==> src/rtl/riscv_hazard_scoreboard_if.sv <==
// ---------------------------------------------------------------------------
// riscv_hazard_scoreboard_if
//   Bundles the pipeline-side request signals and the hazard-unit responses
//   of riscv_hazard_scoreboard.
//   master : pipeline control (drives the i_* stage information, reads o_*)
//   slave  : hazard unit (reads i_*, drives forwarding selects, stall/flush,
//            scoreboard status and performance counters)
// ---------------------------------------------------------------------------
interface riscv_hazard_scoreboard_if #(
    parameter int REG_ADDR_BW = 5,
    parameter int CNT_BW      = 16
);
    // D stage
    logic [REG_ADDR_BW-1:0] i_rs1_addr_d;
    logic [REG_ADDR_BW-1:0] i_rs2_addr_d;
    logic [REG_ADDR_BW-1:0] i_rd_addr_d;
    logic                   i_md_op_d;
    // E stage
    logic [REG_ADDR_BW-1:0] i_rs1_addr_e;
    logic [REG_ADDR_BW-1:0] i_rs2_addr_e;
    logic [REG_ADDR_BW-1:0] i_rd_addr_e;
    logic                   i_is_load_e;
    logic                   i_md_start_e;
    // M stage
    logic [REG_ADDR_BW-1:0] i_rd_addr_m;
    logic                   i_reg_wr_en_m;
    logic                   i_is_load_m;
    // W stage
    logic [REG_ADDR_BW-1:0] i_rd_addr_w;
    logic                   i_reg_wr_en_w;
    // Control
    logic [1:0]             i_src_pc;
    logic                   i_cnt_clr;
    // Hazard unit responses
    logic [1:0]             o_forward_ae;
    logic [1:0]             o_forward_be;
    logic                   o_stall_f;
    logic                   o_stall_d;
    logic                   o_flush_d;
    logic                   o_flush_e;
    logic                   o_md_busy;
    logic [REG_ADDR_BW-1:0] o_md_rd;
    logic                   o_md_done;
    logic [CNT_BW-1:0]      o_stall_cnt;
    logic [CNT_BW-1:0]      o_flush_cnt;

    modport master (
        output i_rs1_addr_d, i_rs2_addr_d, i_rd_addr_d, i_md_op_d,
               i_rs1_addr_e, i_rs2_addr_e, i_rd_addr_e, i_is_load_e, i_md_start_e,
               i_rd_addr_m, i_reg_wr_en_m, i_is_load_m,
               i_rd_addr_w, i_reg_wr_en_w, i_src_pc, i_cnt_clr,
        input  o_forward_ae, o_forward_be, o_stall_f, o_stall_d, o_flush_d, o_flush_e,
               o_md_busy, o_md_rd, o_md_done, o_stall_cnt, o_flush_cnt
    );

    modport slave (
        input  i_rs1_addr_d, i_rs2_addr_d, i_rd_addr_d, i_md_op_d,
               i_rs1_addr_e, i_rs2_addr_e, i_rd_addr_e, i_is_load_e, i_md_start_e,
               i_rd_addr_m, i_reg_wr_en_m, i_is_load_m,
               i_rd_addr_w, i_reg_wr_en_w, i_src_pc, i_cnt_clr,
        output o_forward_ae, o_forward_be, o_stall_f, o_stall_d, o_flush_d, o_flush_e,
               o_md_busy, o_md_rd, o_md_done, o_stall_cnt, o_flush_cnt
    );
endinterface

==> src/rtl/riscv_hazard_scoreboard.sv <==
// ---------------------------------------------------------------------------
// riscv_hazard_scoreboard
//   Hazard unit for a 5-stage RV32I pipeline with a multi-cycle mul/div unit
//   in E. Produces E-stage forwarding selects, F/D/E stall and flush
//   controls, a single-entry scoreboard for the outstanding multi-cycle op,
//   and saturating stall/flush event counters.
//
//   Parameters : REG_ADDR_BW register address width
//                MD_LAT      multi-cycle latency, 2..15
//                LOAD_LAT    1 = load data in W, 2 = one cycle after M
//                CNT_BW      performance counter width
//   Ports      : i_clk   rising-edge clock
//                i_rstn  asynchronous active-low reset
//                hz      slave side of riscv_hazard_scoreboard_if
// ---------------------------------------------------------------------------
module riscv_hazard_scoreboard #(
    parameter int REG_ADDR_BW = 5,
    parameter int MD_LAT      = 4,
    parameter int LOAD_LAT    = 1,
    parameter int CNT_BW      = 16
) (
    input  logic                      i_clk,
    input  logic                      i_rstn,
    riscv_hazard_scoreboard_if.slave  hz
);
    typedef enum logic {ST_IDLE, ST_BUSY} state_e;

    localparam logic [3:0] MD_LAT_L = 4'(MD_LAT);
    localparam bit         LW_M_EN  = (LOAD_LAT == 2);

    typedef logic [REG_ADDR_BW-1:0] reg_addr_t;

    state_e            state_q, state_d;
    reg_addr_t         rd_q, rd_d;
    logic [3:0]        cnt_q, cnt_d;
    logic [CNT_BW-1:0] stall_cnt_q, stall_cnt_d;
    logic [CNT_BW-1:0] flush_cnt_q, flush_cnt_d;

    logic busy, md_done;
    logic lw_hz, md_hz, redirect, stall;

    // A source of x0 never forwards; M result is younger than W, so it wins.
    function automatic logic [1:0] fwd_sel(input reg_addr_t src,
                                           input reg_addr_t rd_m, input logic wr_m,
                                           input reg_addr_t rd_w, input logic wr_w);
        if (src == '0)                return 2'b00;
        else if (wr_m && src == rd_m) return 2'b10;
        else if (wr_w && src == rd_w) return 2'b01;
        else                          return 2'b00;
    endfunction

    // Does a D-stage source read the nonzero register rd?
    function automatic logic d_reads(input reg_addr_t rd, input reg_addr_t rs1,
                                     input reg_addr_t rs2);
        return (rd != '0) && ((rs1 == rd) || (rs2 == rd));
    endfunction

    // ---------------- scoreboard FSM: state register ----------------
    always_ff @(posedge i_clk or negedge i_rstn) begin
        if (!i_rstn) begin
            state_q <= ST_IDLE;
            rd_q    <= '0;
            cnt_q   <= '0;
        end else begin
            // NOTE: non-blocking so every register samples pre-edge values.
            state_q <= state_d;
            rd_q    <= rd_d;
            cnt_q   <= cnt_d;
        end
    end

    // ---------------- scoreboard FSM: next state ----------------
    always_comb begin
        // NOTE: defaults first so every path assigns each signal (no latches).
        state_d = state_q;
        rd_d    = rd_q;
        cnt_d   = cnt_q;
        case (state_q)
            ST_IDLE: begin
                if (hz.i_md_start_e) begin
                    state_d = ST_BUSY;
                    rd_d    = hz.i_rd_addr_e;
                    cnt_d   = MD_LAT_L;
                end
            end
            ST_BUSY: begin
                // A start seen while busy is a protocol violation and is ignored.
                if (cnt_q == 4'd1) begin
                    state_d = ST_IDLE;
                    rd_d    = '0;
                    cnt_d   = '0;
                end else begin
                    cnt_d = cnt_q - 4'd1;
                end
            end
            default: state_d = ST_IDLE;
        endcase
    end

    // ---------------- scoreboard FSM: outputs ----------------
    always_comb begin
        busy    = (state_q == ST_BUSY);
        md_done = (state_q == ST_BUSY) && (cnt_q == 4'd1);
    end

    // ---------------- hazard detection ----------------
    always_comb begin
        lw_hz = (hz.i_is_load_e && d_reads(hz.i_rd_addr_e, hz.i_rs1_addr_d, hz.i_rs2_addr_d))
             || (LW_M_EN && hz.i_is_load_m
                 && d_reads(hz.i_rd_addr_m, hz.i_rs1_addr_d, hz.i_rs2_addr_d));
        // RAW/WAW only against a real destination; structural blocking also
        // covers ops writing x0. The done cycle is still covered because the
        // register file write happens on the edge that ends it.
        md_hz = busy && (hz.i_md_op_d
                         || d_reads(rd_q, hz.i_rs1_addr_d, hz.i_rs2_addr_d)
                         || ((rd_q != '0) && (hz.i_rd_addr_d == rd_q)));
        redirect = (hz.i_src_pc != 2'b00);
        // A redirect flushes the stalled instruction anyway, so it overrides.
        stall    = (lw_hz || md_hz) && !redirect;
    end

    // ---------------- performance counters ----------------
    always_comb begin
        stall_cnt_d = stall_cnt_q;
        flush_cnt_d = flush_cnt_q;
        if (hz.i_cnt_clr) begin
            stall_cnt_d = '0;
            flush_cnt_d = '0;
        end else begin
            if (stall && (stall_cnt_q != '1))    stall_cnt_d = stall_cnt_q + CNT_BW'(1);
            if (redirect && (flush_cnt_q != '1)) flush_cnt_d = flush_cnt_q + CNT_BW'(1);
        end
    end

    always_ff @(posedge i_clk or negedge i_rstn) begin
        if (!i_rstn) begin
            stall_cnt_q <= '0;
            flush_cnt_q <= '0;
        end else begin
            stall_cnt_q <= stall_cnt_d;
            flush_cnt_q <= flush_cnt_d;
        end
    end

    // ---------------- output mapping ----------------
    assign hz.o_forward_ae = fwd_sel(hz.i_rs1_addr_e, hz.i_rd_addr_m, hz.i_reg_wr_en_m,
                                     hz.i_rd_addr_w, hz.i_reg_wr_en_w);
    assign hz.o_forward_be = fwd_sel(hz.i_rs2_addr_e, hz.i_rd_addr_m, hz.i_reg_wr_en_m,
                                     hz.i_rd_addr_w, hz.i_reg_wr_en_w);
    assign hz.o_stall_f    = stall;
    assign hz.o_stall_d    = stall;
    assign hz.o_flush_d    = redirect;
    assign hz.o_flush_e    = redirect || stall;
    assign hz.o_md_busy    = busy;
    assign hz.o_md_rd      = rd_q;
    assign hz.o_md_done    = md_done;
    assign hz.o_stall_cnt  = stall_cnt_q;
    assign hz.o_flush_cnt  = flush_cnt_q;
endmodule

==> src/flat_wrapper.sv <==
// flat-port wrapper written by rule: the top's interface ports become plain ports
module riscv_hazard_scoreboard_flat 
#(
    parameter int REG_ADDR_BW = 5,
    parameter int MD_LAT      = 4,
    parameter int LOAD_LAT    = 1,
    parameter int CNT_BW      = 16
)
  (i_clk, i_rstn, hz_i_rs1_addr_d, hz_i_rs2_addr_d, hz_i_rd_addr_d, hz_i_md_op_d, hz_i_rs1_addr_e, hz_i_rs2_addr_e, hz_i_rd_addr_e, hz_i_is_load_e, hz_i_md_start_e, hz_i_rd_addr_m, hz_i_reg_wr_en_m, hz_i_is_load_m, hz_i_rd_addr_w, hz_i_reg_wr_en_w, hz_i_src_pc, hz_i_cnt_clr, hz_o_forward_ae, hz_o_forward_be, hz_o_stall_f, hz_o_stall_d, hz_o_flush_d, hz_o_flush_e, hz_o_md_busy, hz_o_md_rd, hz_o_md_done, hz_o_stall_cnt, hz_o_flush_cnt);
  riscv_hazard_scoreboard_if #(.REG_ADDR_BW(REG_ADDR_BW), .CNT_BW(CNT_BW)) hz_i ();
  input  logic i_clk;
  input  logic i_rstn;
  input wire logic [$bits(hz_i.i_rs1_addr_d)-1:0] hz_i_rs1_addr_d;
  input wire logic [$bits(hz_i.i_rs2_addr_d)-1:0] hz_i_rs2_addr_d;
  input wire logic [$bits(hz_i.i_rd_addr_d)-1:0] hz_i_rd_addr_d;
  input wire logic [$bits(hz_i.i_md_op_d)-1:0] hz_i_md_op_d;
  input wire logic [$bits(hz_i.i_rs1_addr_e)-1:0] hz_i_rs1_addr_e;
  input wire logic [$bits(hz_i.i_rs2_addr_e)-1:0] hz_i_rs2_addr_e;
  input wire logic [$bits(hz_i.i_rd_addr_e)-1:0] hz_i_rd_addr_e;
  input wire logic [$bits(hz_i.i_is_load_e)-1:0] hz_i_is_load_e;
  input wire logic [$bits(hz_i.i_md_start_e)-1:0] hz_i_md_start_e;
  input wire logic [$bits(hz_i.i_rd_addr_m)-1:0] hz_i_rd_addr_m;
  input wire logic [$bits(hz_i.i_reg_wr_en_m)-1:0] hz_i_reg_wr_en_m;
  input wire logic [$bits(hz_i.i_is_load_m)-1:0] hz_i_is_load_m;
  input wire logic [$bits(hz_i.i_rd_addr_w)-1:0] hz_i_rd_addr_w;
  input wire logic [$bits(hz_i.i_reg_wr_en_w)-1:0] hz_i_reg_wr_en_w;
  input wire logic [$bits(hz_i.i_src_pc)-1:0] hz_i_src_pc;
  input wire logic [$bits(hz_i.i_cnt_clr)-1:0] hz_i_cnt_clr;
  output wire logic [$bits(hz_i.o_forward_ae)-1:0] hz_o_forward_ae;
  output wire logic [$bits(hz_i.o_forward_be)-1:0] hz_o_forward_be;
  output wire logic [$bits(hz_i.o_stall_f)-1:0] hz_o_stall_f;
  output wire logic [$bits(hz_i.o_stall_d)-1:0] hz_o_stall_d;
  output wire logic [$bits(hz_i.o_flush_d)-1:0] hz_o_flush_d;
  output wire logic [$bits(hz_i.o_flush_e)-1:0] hz_o_flush_e;
  output wire logic [$bits(hz_i.o_md_busy)-1:0] hz_o_md_busy;
  output wire logic [$bits(hz_i.o_md_rd)-1:0] hz_o_md_rd;
  output wire logic [$bits(hz_i.o_md_done)-1:0] hz_o_md_done;
  output wire logic [$bits(hz_i.o_stall_cnt)-1:0] hz_o_stall_cnt;
  output wire logic [$bits(hz_i.o_flush_cnt)-1:0] hz_o_flush_cnt;
  assign hz_i.i_rs1_addr_d = hz_i_rs1_addr_d;
  assign hz_i.i_rs2_addr_d = hz_i_rs2_addr_d;
  assign hz_i.i_rd_addr_d = hz_i_rd_addr_d;
  assign hz_i.i_md_op_d = hz_i_md_op_d;
  assign hz_i.i_rs1_addr_e = hz_i_rs1_addr_e;
  assign hz_i.i_rs2_addr_e = hz_i_rs2_addr_e;
  assign hz_i.i_rd_addr_e = hz_i_rd_addr_e;
  assign hz_i.i_is_load_e = hz_i_is_load_e;
  assign hz_i.i_md_start_e = hz_i_md_start_e;
  assign hz_i.i_rd_addr_m = hz_i_rd_addr_m;
  assign hz_i.i_reg_wr_en_m = hz_i_reg_wr_en_m;
  assign hz_i.i_is_load_m = hz_i_is_load_m;
  assign hz_i.i_rd_addr_w = hz_i_rd_addr_w;
  assign hz_i.i_reg_wr_en_w = hz_i_reg_wr_en_w;
  assign hz_i.i_src_pc = hz_i_src_pc;
  assign hz_i.i_cnt_clr = hz_i_cnt_clr;
  assign hz_o_forward_ae = hz_i.o_forward_ae;
  assign hz_o_forward_be = hz_i.o_forward_be;
  assign hz_o_stall_f = hz_i.o_stall_f;
  assign hz_o_stall_d = hz_i.o_stall_d;
  assign hz_o_flush_d = hz_i.o_flush_d;
  assign hz_o_flush_e = hz_i.o_flush_e;
  assign hz_o_md_busy = hz_i.o_md_busy;
  assign hz_o_md_rd = hz_i.o_md_rd;
  assign hz_o_md_done = hz_i.o_md_done;
  assign hz_o_stall_cnt = hz_i.o_stall_cnt;
  assign hz_o_flush_cnt = hz_i.o_flush_cnt;
  riscv_hazard_scoreboard #(.REG_ADDR_BW(REG_ADDR_BW), .MD_LAT(MD_LAT), .LOAD_LAT(LOAD_LAT), .CNT_BW(CNT_BW)) u_core (.i_clk(i_clk), .i_rstn(i_rstn), .hz(hz_i));
endmodule
==> config.mk <==
export PLATFORM = sky130hd
export DESIGN_NAME = riscv_hazard_scoreboard_flat
export DESIGN_NICKNAME = d
export VERILOG_FILES = /design/src/rtl/riscv_hazard_scoreboard_if.sv /design/src/rtl/riscv_hazard_scoreboard.sv /design/src/flat_wrapper.sv
export SDC_FILE = /design/constraint.sdc
export NUM_CORES = 1
export LEC_CHECK = 0
export CORE_MARGIN = 2
export CORE_UTILIZATION = 40
export DETAILED_ROUTE_END_ITERATION = 8
export HOLD_SLACK_MARGIN = 0.08
export PLACE_DENSITY_LB_ADDON = 0.25
export RECOVER_POWER = 100
export SLEW_MARGIN = 20
export SYNTH_ARGS = -nofsm -noshare
export SYNTH_HDL_FRONTEND = slang
export SYNTH_SLANG_ARGS = --single-unit
==> constraint.sdc <==
create_clock -name i_clk -period 2.9 [get_ports i_clk]
set_input_delay 0.58 -clock i_clk [delete_from_list [all_inputs] [get_ports i_clk]]
set_output_delay 0.58 -clock i_clk [all_outputs]
set_load 0.01 [all_outputs]
* Yosys cells after proc, flatten, opt, wreduce, memory -nomap -nowiden
Index checks and enable logic that the tools add are counted.
** Storage, ports and cells
- Memories :: 0
- Bits in registers :: 42
- Logic and storage cells :: 70
- Output and inout bits :: 47
- Bits in writable memories :: 0
- Bits in latches :: 0
- ROM bits :: 0
- Input bits :: 51
** Operators by class
- Magnitude comparators :: 0
- Shift-type cells :: 0
- Bitwise operators :: 1
- Multiplexer cells :: 19
- Multiply operators :: 0
- Divide/modulo/power cells :: 0
- Reductions and logical operators :: 28
- Eq/ne operators :: 14
- $add $sub $neg :: 3
** Operators by type and width (number)
- two-way mux 16 bit :: 4
- == test 5 bit :: 9
- adder 16 x 1 -> 16 bit, second input constant :: 2
- != test 16 bit, second input constant :: 2
- logical AND 1 bit :: 13
- logical NOT 5 bit :: 2
- two-way mux 5 bit :: 2
- one-hot mux 5 bit (2 select lines) :: 1
- nonzero test 5 bit :: 2
- two-way mux 2 bit :: 4
- two-way mux 4 bit :: 2
- one-hot mux 4 bit (2 select lines) :: 1
- logical OR 1 bit :: 6
- nonzero test 2 bit :: 3
- == test 4 x 1 -> 1 bit, second input constant :: 1
- two-way mux 1 bit :: 4
- != test 2 bit, second input constant :: 2
- subtractor 4 x 1 -> 4 bit, second input constant :: 1
- one-hot mux 1 bit (2 select lines) :: 1
- AND reduction 2 bit :: 1
- logical NOT 1 bit :: 1
- inverter 1 bit :: 1

* Logic depth before layout (Yosys ltp)
Gate-level depths: netlist of run 1.
- Word-level depth :: 11
- Mapped depth :: 10
- Gate-level depth less buffers :: 8

* Worst setup path after synthesis of run 1
No wires, ideal clock.
- Path type :: reg2reg
- From :: reg u_core.stall_cnt_q[0] (netlist: u_core.hz.o_stall_cnt[0])
- To :: reg u_core.stall_cnt_q[15] (netlist: u_core.hz.o_stall_cnt[15])
- Path slack :: 0.699 ns
- Setup time :: 0.125 ns
- Data arrival time :: 2.076 ns
- Stages on the path, launching flop included :: 10
- Required time :: 2.775 ns
- Path through :: dfrtp_1 -> ha_1 -> and3_1 -> nand4_4 -> o21a_1 -> o2111a_1 -> nor2_2 -> buf_6 -> nor4_4 -> mux2_4
** Between the ends
- Word-level cells in the longest chain between the ends :: 3
** RTL lines
- from (decl) :: RTL line riscv_hazard_scoreboard.sv:36 : logic [CNT_BW-1:0] stall_cnt_q, stall_cnt_d;
- from (signal assigned) :: RTL line riscv_hazard_scoreboard.sv:140 : stall_cnt_q <= stall_cnt_d;
- adder 16 x 1 -> 16 bit / != test 16 bit (equally long branches) :: RTL line riscv_hazard_scoreboard.sv:130 : if (stall && (stall_cnt_q != '1)) stall_cnt_d = stall_cnt_q + CNT_BW'(1);
- two-way mux 16 bit / logical AND 1 bit (equally long branches) :: RTL line riscv_hazard_scoreboard.sv:130
- two-way mux 16 bit / nonzero test 2 bit (equally long branches)
Parallel ways exist; a longest one is shown, timed or not. The select of a mux whose other input is x is not followed.
A chain may end at the register's enable or synchronous reset.

* Worst setup path after layout of run 1
- From :: in hz_i_rs1_addr_e[1]
- To :: out hz_o_forward_ae[0]
** Between the ends
- Word-level cells in the longest chain between the ends :: 5
** RTL lines
- from (decl) :: RTL line flat_wrapper.sv:17 : input wire logic [$bits(hz_i.i_rs1_addr_e)-1:0] hz_i_rs1_addr_e;
- == test 5 bit :: RTL line riscv_hazard_scoreboard.sv:48 : else if (wr_w && src == rd_w) return 2'b01;
- logical AND 1 bit :: RTL line riscv_hazard_scoreboard.sv:48
- two-way mux 1 bit :: RTL line riscv_hazard_scoreboard.sv:48
- two-way mux 2 bit :: RTL line riscv_hazard_scoreboard.sv:47 : else if (wr_m && src == rd_m) return 2'b10;
- two-way mux 2 bit * :: RTL line riscv_hazard_scoreboard.sv:46 : if (src == '0) return 2'b00;
- to (decl) :: RTL line flat_wrapper.sv:29 : output wire logic [$bits(hz_i.o_forward_ae)-1:0] hz_o_forward_ae;
Mark *: on every way between the ends. The rest lies on a longest branch, timed or not.

==> run summary, run 1 <==
Status: finished, violations left
Failing checks: max-capacitance violations, max-slew violations
Final setup skew: 6.37 ps
Worst setup margin: 91.5 ps
Row count: 30
Share of synthesized flip-flops with an asynchronous set or reset: 100%
Period utilisation layout: 96.8%
Final wirelength: 7560 um
Gpl congestion: 0.900
Drt first pass iters: 4
Final min period: 2810 ps
Setup violations, final: 0
Place WS: -318 ps
Die ar.: 0.00784 mm^2
Top-count cell post-synth: dfrtp_1
Vias per cell: 5.16
Antenna diodes: 0
Number of buffers created by CTS: 5
Synth top area share: 36.8%
Syn. warnings: 0
Area Overhead vs Synth: 43.9%
Slew @ Worst Pin: 2330 ps
Die H: 88.5 um
Count of state elements after synthesis: 42
CP max-delay cell: clkdlybuf4s50_1
Synthesized area: 0.00286 mm^2
Antenna-violating nets left: 0
Combinational share of power: 35.5%
Pwr dens: 447 mW/mm^2
Die W: 88.5 um
# fillers: 643
Share of cells above drive strength 1: 10.1%
DPL Wire Length: 5620 um
Clock buffer depth: 2
Worst Setup Start Kind: input port
Post-synth EDFFs: 0
Max Freq: 356 MHz
Pleak: 1.82 nW
Syn nets: 370
Non-Filler Instances: 523
CTS Sinks: 42
Critical Path AT: 2230 ps
Mapped Cells: 315
Main area contributors after synthesis: dfrtp_1 37%, xnor2_1 11%, xor2_1 8.3%
H-tree depth: 2
Internal power: 1.19 mW
DR WL met2: 3670 um
Commonest cells post-synth: 42 x dfrtp_1, 35 x xnor2_1, 34 x nor2_1, 27 x xor2_1, 24 x nand2_1
Flop pwr share: 43.1%
Clock latency on the worst-skew pair: 290 ps
Routed WL per cell: 14.5 um
Clock root buffer: clkbuf_8
Final Hold Viols: 0
First-pass GRT wire length: 12400 um
Area leader, netlist: dfrtp_1
Met3 Wirelength: 452 um
Max-cap viol count: 1
Vias in the first global route: 2694
Layout Nets: 481
Initial antenna violation count: 0
Clock share of power: 21.4%
Max Used Layer: met4
Cells after DPL: 514
Largest net degree at the start of global routing: 43
Hold crit path type: register to register
Avg Inst Size Synth: 9.07 um^2
Max-slew violations: 43
Setup CP Type: input port to output pin
Max_slew headroom: -55.6%
DRC: 0
CP max stage delay: 470 ps
Initial Util: 41.6%
Main synth FF type: dfrtp_1
Final Power: 1.84 mW
Clock slew at reported path FFs: 80 ps
Total GRT Usage: 20.0%
Unique masters post-synth: 47
Sequential element share of the synthesized area: 36.8%
Core Area: 0.00687 mm^2
Io pins: 98
Crit path capture type: output pin
Sw Ratio: 35.1%
Critical Path, Cell by Cell: clkdlybuf4s50_1, xor2_1, nor4_1, nand3_1, nor4b_1, dlygate4sd2_1
Initial DRC count: 109
Max VDD drop: 0.000194 V
Routed vias: 2699
GR Overflow Total: 0
CTS tree: done
DRT met1 WL: 3340 um
Crit path max fanout: 3
Number of port buffers: 96
RSZ-0062 raised after global routing: no
Net switching power: 0.644 mW
Worst EP required: 2320 ps
Worst Hold Slack: 539 ps
per-layer routing:
layer  track usage (%)  up-vias
met2              35.8       75
met5                 0        -
met3              4.01       11
li1                  -     1328
met4              4.96        0
met1              24.8     1285
area by class of cell:
cell class | instances | area, um^2 | area share [%]
Multi-Input combinational cell | 250 | 1690 | 41.1
Timing Repair Buffer | 118 | 1120 | 27.2
Sequential cell | 42 | 1050 | 25.6
Tap cell | 96 | 120 | 2.92
Clock buffer | 6 | 82.6 | 2.01
Inverter | 9 | 33.8 | 0.822
Clock inverter | 2 | 12.5 | 0.304
state kept, by name, summed over array words and instances, names as in the netlist:
| signal | count |
|---|---|
| u_core.hz.o_flush_cnt | 16 |
| u_core.hz.o_stall_cnt | 16 |
| u_core.hz.o_md_rd | 5 |
| u_core.cnt_q | 4 |
| u_core.hz.o_md_busy | 1 |
worst max-delay path: cells and delay by family:
family                 cells  cell delay (ps)
buffers and inverters      2              750
AND/OR/NAND/NOR            3              700
XOR/XNOR                   1              190
power groups by stage:
stage	Clock (mW)	Sequential, mW	Combinational [mW]
floorplan	0	0.739	0.441
global placement	0	0.800	0.646
detailed placement	0	0.802	0.662
CTS	0.406	0.792	0.668
global route	0.429	0.807	0.729
finish	0.393	0.791	0.653
placed cells by master (no fill, tap or decap), types with 3 or more instances in the layout:
master / instances
or3_1: 6
inv_1: 9
dlymetal6s2s_1: 4
a21oi_1: 11
ha_1: 4
nand2_1: 24
xor2_1: 27
and2_1: 3
or4_1: 7
mux2i_1: 8
nor4_1: 4
clkbuf_8: 6
dlygate4sd3_1: 41
dfrtp_1: 42
nor2_1: 34
clkdlybuf4s50_1: 40
o21ai_0: 15
nand3_1: 14
clkbuf_4: 3
and3_1: 6
buf_4: 17
nor3_1: 8
xnor2_1: 35
dlygate4sd2_1: 7
nand4_1: 10
o31ai_1: 7
stage by stage:
stage               util [%]  cell area, um^2  TNS, ps
floorplan                  -             2860        0
global route            59.9             4110        0
CTS                     59.9             4120        0
global placement        58.5             4020    -1780
detailed placement      58.5             4020    -1650
finish                  59.9             4110        0
timing repair:
action                     CTS  global route
buffers inserted             0             1
pin swaps                    3             8
hold buffers                 0             0
cloned                       0             0
gates resized for setup     13            15
setup endpoints to repair    7             4
logic make-up after synthesis:
family | count (synthesis) | synth area share (%)
simple gates | 129 | 24.2
xor+xnor | 63 | 19.6
compound gates | 45 | 10.1
flops | 42 | 36.8
buf+inv | 23 | 4.29
mux | 9 | 3.33
fa+ha+maj | 4 | 1.75
worst paths after layout:
kind	start	cells past startpoint	to	slack (ps)
min in group asynchronous	i_rstn	1	u_core.hz.o_md_rd[1]	980
max in group asynchronous	i_rstn	1	u_core.hz.o_flush_cnt[12]	580
worst min-delay path	u_core.cnt_q[3]	2	u_core.cnt_q[3]	540
worst max register to register	u_core.hz.o_md_rd[4]	10	u_core.hz.o_stall_cnt[11]	370
worst min register to register	u_core.cnt_q[3]	2	u_core.cnt_q[3]	540
worst max-delay path	hz_i_rs1_addr_e[1]	6	hz_o_forward_ae[0]	90
Power figures use the tool's default switching activity.
==> run 2, diff against run 1 <==
- ABC_CLOCK_PERIOD_IN_PS: default -> 2900
- CAP_MARGIN: default -> 20
==> results of run 2 <==
No change in the layout: final DEF, timing and power equal those of run 1.
